<file path="config.mk">
export PLATFORM = sky130hd
export DESIGN_NAME = sap_control_sequencer
export DESIGN_NICKNAME = d
export VERILOG_FILES = /design/src/rtl/sap_ctrl_pkg.sv /design/src/rtl/sap_ring_counter.sv /design/src/rtl/sap_control_sequencer.sv
export SDC_FILE = /design/constraint.sdc
export NUM_CORES = 1
export LEC_CHECK = 0
export ABC_CLOCK_PERIOD_IN_PS = 1000
export BUFFER_PORTS_ARGS = -buffer_cell sky130_fd_sc_hd__buf_2
export CAP_MARGIN = 5
export CORE_AREA = 2 2 39 41
export DETAILED_ROUTE_END_ITERATION = 16
export DIE_AREA = 0 0 41 43
export RECOVER_POWER = 25
export SLEW_MARGIN = 0
export SYNTH_ARGS = -nofsm -noshare
export SYNTH_HDL_FRONTEND = slang
export SYNTH_SLANG_ARGS = --single-unit
</file>
<file path="constraint.sdc">
create_clock -name clk -period 1 [get_ports clk]
set_input_delay 0 -clock clk [delete_from_list [all_inputs] [get_ports clk]]
set_output_delay 0 -clock clk [all_outputs]
set_load 0.05 [all_outputs]
</file>
<file path="src/rtl/sap_ctrl_pkg.sv">
// rtl/sap_ctrl_pkg.sv - opcodes, T-state encodings and control-bit indices for the SAP sequencer
package sap_ctrl_pkg;

    typedef enum logic [2:0] {
        T0   = 3'd0,
        T1   = 3'd1,
        T2   = 3'd2,
        T3   = 3'd3,
        T4   = 3'd4,
        T5   = 3'd5,
        HALT = 3'd7
    } t_state_e;

    localparam logic [3:0] OP_LDA = 4'h0;
    localparam logic [3:0] OP_ADD = 4'h1;
    localparam logic [3:0] OP_SUB = 4'h2;
    localparam logic [3:0] OP_JMP = 4'h3;
    localparam logic [3:0] OP_JC  = 4'h4;
    localparam logic [3:0] OP_JZ  = 4'h5;
    localparam logic [3:0] OP_OUT = 4'hE;
    localparam logic [3:0] OP_HLT = 4'hF;

    localparam int CTL_W  = 13;
    localparam int CTL_CP = 12;
    localparam int CTL_EP = 11;
    localparam int CTL_LP = 10;
    localparam int CTL_LM = 9;
    localparam int CTL_CE = 8;
    localparam int CTL_LI = 7;
    localparam int CTL_EI = 6;
    localparam int CTL_LA = 5;
    localparam int CTL_EA = 4;
    localparam int CTL_LB = 3;
    localparam int CTL_SU = 2;
    localparam int CTL_EU = 1;
    localparam int CTL_LO = 0;

endpackage

</file>
<file path="src/rtl/sap_ring_counter.sv">
// rtl/sap_ring_counter.sv - T-state ring with enable hold, wrap, halt entry and early retire
module sap_ring_counter
    import sap_ctrl_pkg::*;
(
    input  logic     clk,
    input  logic     rst_n,
    input  logic     en,
    input  logic     halt_req,
    input  logic     retire,
    output t_state_e state
);

    always_ff @(posedge clk or negedge rst_n) begin
        if (!rst_n) begin
            state <= T0;
        end else if (en) begin
            if (state == HALT) begin
                state <= HALT;
            end else if (halt_req) begin
                state <= HALT;
            end else if (retire || state == T5) begin
                state <= T0;
            end else begin
                state <= t_state_e'(state + 3'd1);
            end
        end
    end

endmodule

</file>
<file path="src/rtl/sap_control_sequencer.sv">
// rtl/sap_control_sequencer.sv - SAP control sequencer: T-state ring plus opcode/flag decode
// Optional macro: SEQ_EARLY_RETIRE_EN (return to T0 after the last active execute step)
module sap_control_sequencer
    import sap_ctrl_pkg::*;
(
    input  logic       clk,
    input  logic       rst_n,
    input  logic       en,
    input  logic [3:0] opcode,
    input  logic       flag_c,
    input  logic       flag_z,
    output logic       cp,
    output logic       ep,
    output logic       lp,
    output logic       lm,
    output logic       ce,
    output logic       li,
    output logic       ei,
    output logic       la,
    output logic       ea,
    output logic       lb,
    output logic       su,
    output logic       eu,
    output logic       lo,
    output logic       hlt,
    output logic [2:0] t_state
);

    t_state_e          state;
    logic              halt_req;
    logic              retire;
    logic [CTL_W-1:0]  ctl;

    assign halt_req = (state == T3) && (opcode == OP_HLT);

`ifdef SEQ_EARLY_RETIRE_EN
    // LDA retires after T4; every other single-step opcode (and NOP) after T3.
    always_comb begin
        retire = 1'b0;
        if (state == T3) begin
            retire = !(opcode == OP_LDA || opcode == OP_ADD ||
                       opcode == OP_SUB || opcode == OP_HLT);
        end else if (state == T4) begin
            retire = (opcode == OP_LDA);
        end
    end
`else
    assign retire = 1'b0;
`endif

    sap_ring_counter u_ring (
        .clk      (clk),
        .rst_n    (rst_n),
        .en       (en),
        .halt_req (halt_req),
        .retire   (retire),
        .state    (state)
    );

    // Gating with rst_n keeps the T0 fetch controls quiet while reset is held.
    always_comb begin
        ctl = '0;
        if (rst_n && en) begin
            case (state)
                T0: begin ctl[CTL_EP] = 1'b1; ctl[CTL_LM] = 1'b1; end
                T1: ctl[CTL_CP] = 1'b1;
                T2: begin ctl[CTL_CE] = 1'b1; ctl[CTL_LI] = 1'b1; end
                T3: begin
                    case (opcode)
                        OP_LDA, OP_ADD, OP_SUB: begin
                            ctl[CTL_EI] = 1'b1; ctl[CTL_LM] = 1'b1;
                        end
                        OP_JMP: begin ctl[CTL_EI] = 1'b1; ctl[CTL_LP] = 1'b1; end
                        OP_JC:  begin ctl[CTL_EI] = 1'b1; ctl[CTL_LP] = flag_c; end
                        OP_JZ:  begin ctl[CTL_EI] = 1'b1; ctl[CTL_LP] = flag_z; end
                        OP_OUT: begin ctl[CTL_EA] = 1'b1; ctl[CTL_LO] = 1'b1; end
                        default: ;
                    endcase
                end
                T4: begin
                    case (opcode)
                        OP_LDA: begin ctl[CTL_CE] = 1'b1; ctl[CTL_LA] = 1'b1; end
                        OP_ADD, OP_SUB: begin
                            ctl[CTL_CE] = 1'b1; ctl[CTL_LB] = 1'b1;
                        end
                        default: ;
                    endcase
                end
                T5: begin
                    if (opcode == OP_ADD || opcode == OP_SUB) begin
                        ctl[CTL_EU] = 1'b1;
                        ctl[CTL_LA] = 1'b1;
                        ctl[CTL_SU] = (opcode == OP_SUB);
                    end
                end
                default: ;
            endcase
        end
    end

    assign cp = ctl[CTL_CP];
    assign ep = ctl[CTL_EP];
    assign lp = ctl[CTL_LP];
    assign lm = ctl[CTL_LM];
    assign ce = ctl[CTL_CE];
    assign li = ctl[CTL_LI];
    assign ei = ctl[CTL_EI];
    assign la = ctl[CTL_LA];
    assign ea = ctl[CTL_EA];
    assign lb = ctl[CTL_LB];
    assign su = ctl[CTL_SU];
    assign eu = ctl[CTL_EU];
    assign lo = ctl[CTL_LO];

    assign hlt     = (state == HALT);
    assign t_state = state;

endmodule
</file>
-- After elaboration in Yosys (flattened, before gate mapping)
Cells that the tools add are included.
- bits in registers: 3
- input bits: 9
- output and inout bits: 17
- word-level logic and storage cells: 46
- add/sub/neg operators: 1
- equality and inequality tests: 13
- multiplexer cells: 23
- reduce and logical (&&, ||, !) cells: 8
- operators with widths (operator ; number):
    two-way mux 1 bit ; 13
    two-way mux 13 bit ; 1
    == test 3 bit, second input constant ; 3
    two-way mux 3 bit ; 3
    == test 4 x 2 -> 1 bit, second input constant ; 2
    == test 4 x 3 -> 1 bit, second input constant ; 2
    == test 4 bit, second input constant ; 2
    == test 3 x 2 -> 1 bit, second input constant ; 2
    case mux 1 bit (2 select lines) ; 3
    OR reduction 6 bit ; 1
    == test 4 x 1 -> 1 bit, second input constant ; 1
    zero test 4 bit ; 1
    two-way mux 2 bit ; 2
    adder 3 x 1 -> 3 bit, second input constant ; 1
    == test 3 x 1 -> 1 bit, second input constant ; 1
    zero test 3 bit ; 1
    case mux 1 bit (3 select lines) ; 1
    OR reduction 3 bit ; 1
    logical AND 1 bit ; 2
    OR reduction 2 bit ; 1
    logical OR 1 bit ; 1

-- Longest topological paths before layout
- depth after elaboration: 5
- gate-level depth with buffers: 4

-- Modules after synthesis
A second synthesis with hierarchy kept.
- cells, all modules: 56
- area, all modules: 445.4 µm²
- modules (own cells, without submodules) (module ; times used ; cells an instance ; area each (µm²) ; sequential area each (µm²)):
    sap_control_sequencer ; 1 ; 38 ; 245.2 ; 0.0
    sap_ring_counter ; 1 ; 18 ; 200.2 ; 75.1

-- Worst setup path before layout
Ideal clock, no wire load.
- kind: reg-to-output
- start: reg u_ring.state[0]
- end: out lo
- arrival: 2.767 ns
- required time: 1.000 ns
- slack: -1.767 ns
- cell stages (with the launch flop): 5
- buffers on the path: 1
- cell sequence: dfrtp_1 > nand3_1 > or3b_1 > nor3_1 > buf_4
- cells in the longest elaborated chain, start to end: 3
- ends and longest elaborated chain (item ; line ; source):
    start, declared ; sap_ring_counter.sv:10 ; output t_state_e state
    start signal, assigned ; sap_ring_counter.sv:24 ; state <= t_state_e'(state + 3'd1);
    == test 3 x 2 -> 1 bit ; sap_control_sequencer.sv:64 ; case (state)
    two-way mux 1 bit ; sap_control_sequencer.sv:64 ;
    two-way mux 13 bit ; sap_control_sequencer.sv:63 ; if (rst_n && en) begin
    end, declared ; sap_control_sequencer.sv:24 ; output logic lo,
Every way passes these cells.

-- Worst setup path after layout
- start: reg u_ring.state[0]
- end: out ea
- cells in the longest elaborated chain, start to end: 3
- ends and longest elaborated chain (item ; line ; source):
    == test 3 x 2 -> 1 bit ; sap_control_sequencer.sv:64 ;
    two-way mux 1 bit ; sap_control_sequencer.sv:64 ;
    two-way mux 13 bit ; sap_control_sequencer.sv:63 ;
    end, declared ; sap_control_sequencer.sv:20 ; output logic ea,
Every way passes these cells.

==> tab_implementation.tex <==
\begin{tabular}{lr}
\hline
Metric & Value \\
\hline
\multicolumn{2}{l}{\textbf{Synthesis}} \\
\quad Synthesized flop and latch total & 3 \\
\quad Synth area leader & dfrtp\_1 \\
\quad Number of flops mapped to enable cells by yosys & 0 \\
\quad Post-synthesis share of cell area spent on full adders, half adders and majority gates & 0\% \\
\quad Mapped cell area & 392 sq um \\
\quad Most common flop cell mapped by yosys & dfrtp\_1 \\
\quad Share of the synthesized area in the top cell type & 19.2\% \\
\quad Syn Nets & 65 \\
\quad Fraction of registers with async set or reset after synthesis & 100\% \\
\quad Library cells used by synthesis & 29 \\
\quad Post-synthesis xor/xnor area fraction & 4.47\% \\
\quad Share of cell area taken by muxes after synthesis & 2.88\% \\
\quad Fraction of the mapped netlist area in compound gates & 14.4\% \\
\quad Combinational family with the most area after synthesis & simple AND/OR/NAND/NOR gates \\
\quad Count of warnings emitted by yosys & 0 \\
\quad Register area share after synthesis & 19.2\% \\
\quad Biggest area contributors in the synthesized netlist & dfrtp\_1 19\%, nor2\_1 6.7\%, nor3\_1 6.4\% \\
\quad Commonest cells in the netlist & 7 x nor2\_1, 6 x nand2\_1, 5 x nor3\_1, 4 x buf\_2 \\
\quad Post-Syn Instances & 56 \\
\quad Simple-gate area share of the yosys netlist & 51.1\% \\
\quad Leading cell type by number of instances after synthesis & nor2\_1 \\
\quad Average cell area after synthesis & 6.99 sq um \\
\multicolumn{2}{l}{\textbf{Clocking}} \\
\quad CTS Sinks & 3 \\
\quad CTS HTree Levels & 1 \\
\quad Clock tree from TritonCTS & yes \\
\quad Clock transition at the register clock pins on the worst setup and hold paths after CTS & 0.04 ns \\
\quad Buffer type at the clock tree root & clkbuf\_4 \\
\quad Total CTS buffers & 3 \\
\quad Number of buffers between clock root and the deepest sink & 2 \\
\quad Clock latency at the later pin of the worst-skew pair & 0.24 ns \\
\multicolumn{2}{l}{\textbf{STA}} \\
\quad Tightest hold margin & 0.206 ns \\
\quad Final period util & 155\% \\
\quad Fmax & 0.643 GHz \\
\quad Max transition margin & 83.5\% \\
\quad Min Clock Period, post-route & 1.55 ns \\
\quad Setup clock skew after layout & 0.00300 ns \\
\quad Worst-margin pin slew & 0.246 ns \\
\quad Final hold violation count & 0 \\
\quad Setup Viol. Count Final & 19 \\
\quad Final max-slew violation count & 0 \\
\quad Worst Slack Setup Final & -0.554 ns \\
\quad Setup repair after global routing missed its margin & true \\
\multicolumn{2}{l}{\textbf{Worst setup path}} \\
\quad Ordered cell list for the critical path & nand3\_2, or3b\_4, nor3\_4, buf\_6 \\
\quad Startpoint type of the worst setup path & flip-flop \\
\quad Critical-path maximum fanout & 6 \\
\quad WS Path Type & reg2out \\
\quad Gate family responsible for the most delay along the worst path & simple AND/OR/NAND/NOR gates \\
\quad Endpoint arrival time on the critical path & 1.55 ns \\
\quad Buffers \& Inverters on Critical Path & 1 \\
\quad Largest stage delay, worst path & 0.42 ns \\
\quad Data required time of the worst path & 1.00 ns \\
\quad Critical path endpoint category & primary output \\
\quad Slowest CP cell & dfrtp\_2 \\
\multicolumn{2}{l}{\textbf{Floorplan}} \\
\quad Placeable Area & 1380 sq um \\
\quad Initial Utilization & 28.3\% \\
\quad Area of the die & 1760 sq um \\
\quad Die height & 43 um \\
\quad Die Width & 41 um \\
\quad I/O pin total & 26 \\
\quad Core Rows & 14 \\
\multicolumn{2}{l}{\textbf{Global routing}} \\
\quad Vias in the first global route & 604 \\
\quad Global Route Usage Sum & 23.4\% \\
\quad Number of antenna violations at the first check in global routing & 0 \\
\quad Sum of overflow across all layers after global routing & 0 \\
\quad Wire length of the first global-routing pass & 2710 um \\
\quad Largest net degree at the start of global routing & 11 \\
\multicolumn{2}{l}{\textbf{Finish}} \\
\quad Share of cells above drive strength 1 & 80.0\% \\
\quad Final core utilization & 78.8\% \\
\quad Diode count & 0 \\
\quad Count of nets after finishing & 115 \\
\quad Synth-to-Final Area Change & 178\% \\
\quad Number of fillers in the final layout & 94 \\
\quad Cell Count, Final, Fillers Out & 121 \\
\multicolumn{2}{l}{\textbf{Detailed routing}} \\
\quad Number of DRC markers after the initial detailed-route iteration & 8 \\
\quad Overall via count from detail\_route & 635 \\
\quad \# DRC & 0 \\
\quad Per-cell routed wire length & 15.0 um \\
\quad Detailed-route vias per instance & 5.25 \\
\quad Pre-antenna DRT Iters & 4 \\
\quad Number of nets still failing antenna checks after routing & 0 \\
\quad Routed WL & 1810 um \\
\multicolumn{2}{l}{\textbf{Power}} \\
\quad Total power & 2.49 mW \\
\quad Power per cell area & 2280 nW/um\^{}2 \\
\quad Maximum ir drop on the vdd rail & 1.90 mV \\
\quad Leakage Power & 0.467 nW \\
\multicolumn{2}{l}{\textbf{Place}} \\
\quad Total of buffers placed on input and output ports & 25 \\
\quad Sum of net half-perimeters after detailed placement & 1100 um \\
\quad Number of cells after detailed placement & 109 \\
\quad Final RePlAce weighted congestion & 0.769 \\
\multicolumn{2}{l}{\textbf{Outcome}} \\
\quad Violated checks & setup timing \\
\quad Result of the run & finished with violations \\
\multicolumn{2}{l}{\textbf{Job}} \\
\quad Max\_cap viols & 0 \\
\multicolumn{2}{l}{\textbf{Min path}} \\
\quad Hold Path Class & in2reg \\
\hline
\end{tabular}
-- worst register-to-register path, stage by stage (launching register included) --
cell,delay [ns]
dfrtp_2,0.45
buf_4,0.16
buf_6,0.13
nor2b_1,0.13
o22ai_1,0.22
a21oi_2,0.09
-- cell type report --
| class | count | area, sq um | share of cell area, % |
|---|---|---|---|
| multi-input cells | 47 | 487 | 44.7 |
| repair buffers | 51 | 478 | 43.9 |
| flip-flops and latches | 3 | 78.8 | 7.23 |
| clock buffers | 4 | 26.3 | 2.41 |
| well taps | 16 | 20.0 | 1.84 |
-- cell usage in the layout, fill, tap and decap left out, drive strengths merged, types with 2 or more instances in the layout --
cell	Yosys	routed
buf	5	49
nor2	7	7
nand2	7	7
nor3	5	5
clkbuf	1	5
dfrtp	3	3
a21oi	3	3
a211oi	2	2
nand3b	2	2
xor2	2	2
nand3	2	2
or2	2	2
-- metrics by stage --
step	setup TNS, ns	setup WS (ns)	cell area [sq um]
final	-7.61	-0.554	1090
after global routing	-8.45	-0.609	1090
after CTS	-6.96	-0.539	983
after detailed placement	-4.06	-0.381	788
after global placement	-3.67	-0.357	788
after floorplan	-8.04	-0.773	559
-- logic make-up (layout without fill, tap and decap cells) --
family | Yosys count | after routing
buf+inv | 6 | 55
flops | 3 | 3
mux | 1 | 1
compound gates | 8 | 8
simple gates | 36 | 36
xor+xnor | 2 | 2
-- layer usage --
metal / track usage (%) / wire (um) / share of wire, % / up-vias
met1: 26.1 / 579 / 32 / 304
met3: 3.14 / 94 / 5.2 / 10
li1: - / - / - / 297
met2: 39.1 / 1050 / 58 / 24
met4: 14.0 / 90 / 5.0 / 0
met5: 0 / 0 / 0 / -
-- power by group --
part | switching, mW | internal (mW)
clock network | 0.0695 | 0.150
registers | 0.0992 | 0.191
logic | 1.04 | 0.936
-- worst paths after layout --
| check | from | end | slack [ns] | cells past startpoint |
|---|---|---|---|---|
| max in group asynchronous | rst_n | u_ring.state[1] | 0.58 | 3 |
| hold reg to reg | flip-flop | flip-flop | 0.74 | 2 |
| min in group asynchronous | rst_n | u_ring.state[0] | 0.25 | 3 |
| setup reg to reg | u_ring.state[0] | u_ring.state[1] | -0.30 | 5 |
| hold / removal | en | u_ring.state[0] | 0.21 | 4 |
| setup / recovery | u_ring.state[0] | ea | -0.55 | 4 |
-- what timing repair did --
item                       CTS  global route
buffers inserted             2             7
setup endpoints to repair   20            20
gates resized for setup     44            19
pin swaps                    3            10
hold buffers                 1             0
hold endpoints to repair     3             0
No activity file was read; power rests on OpenSTA's default activity.
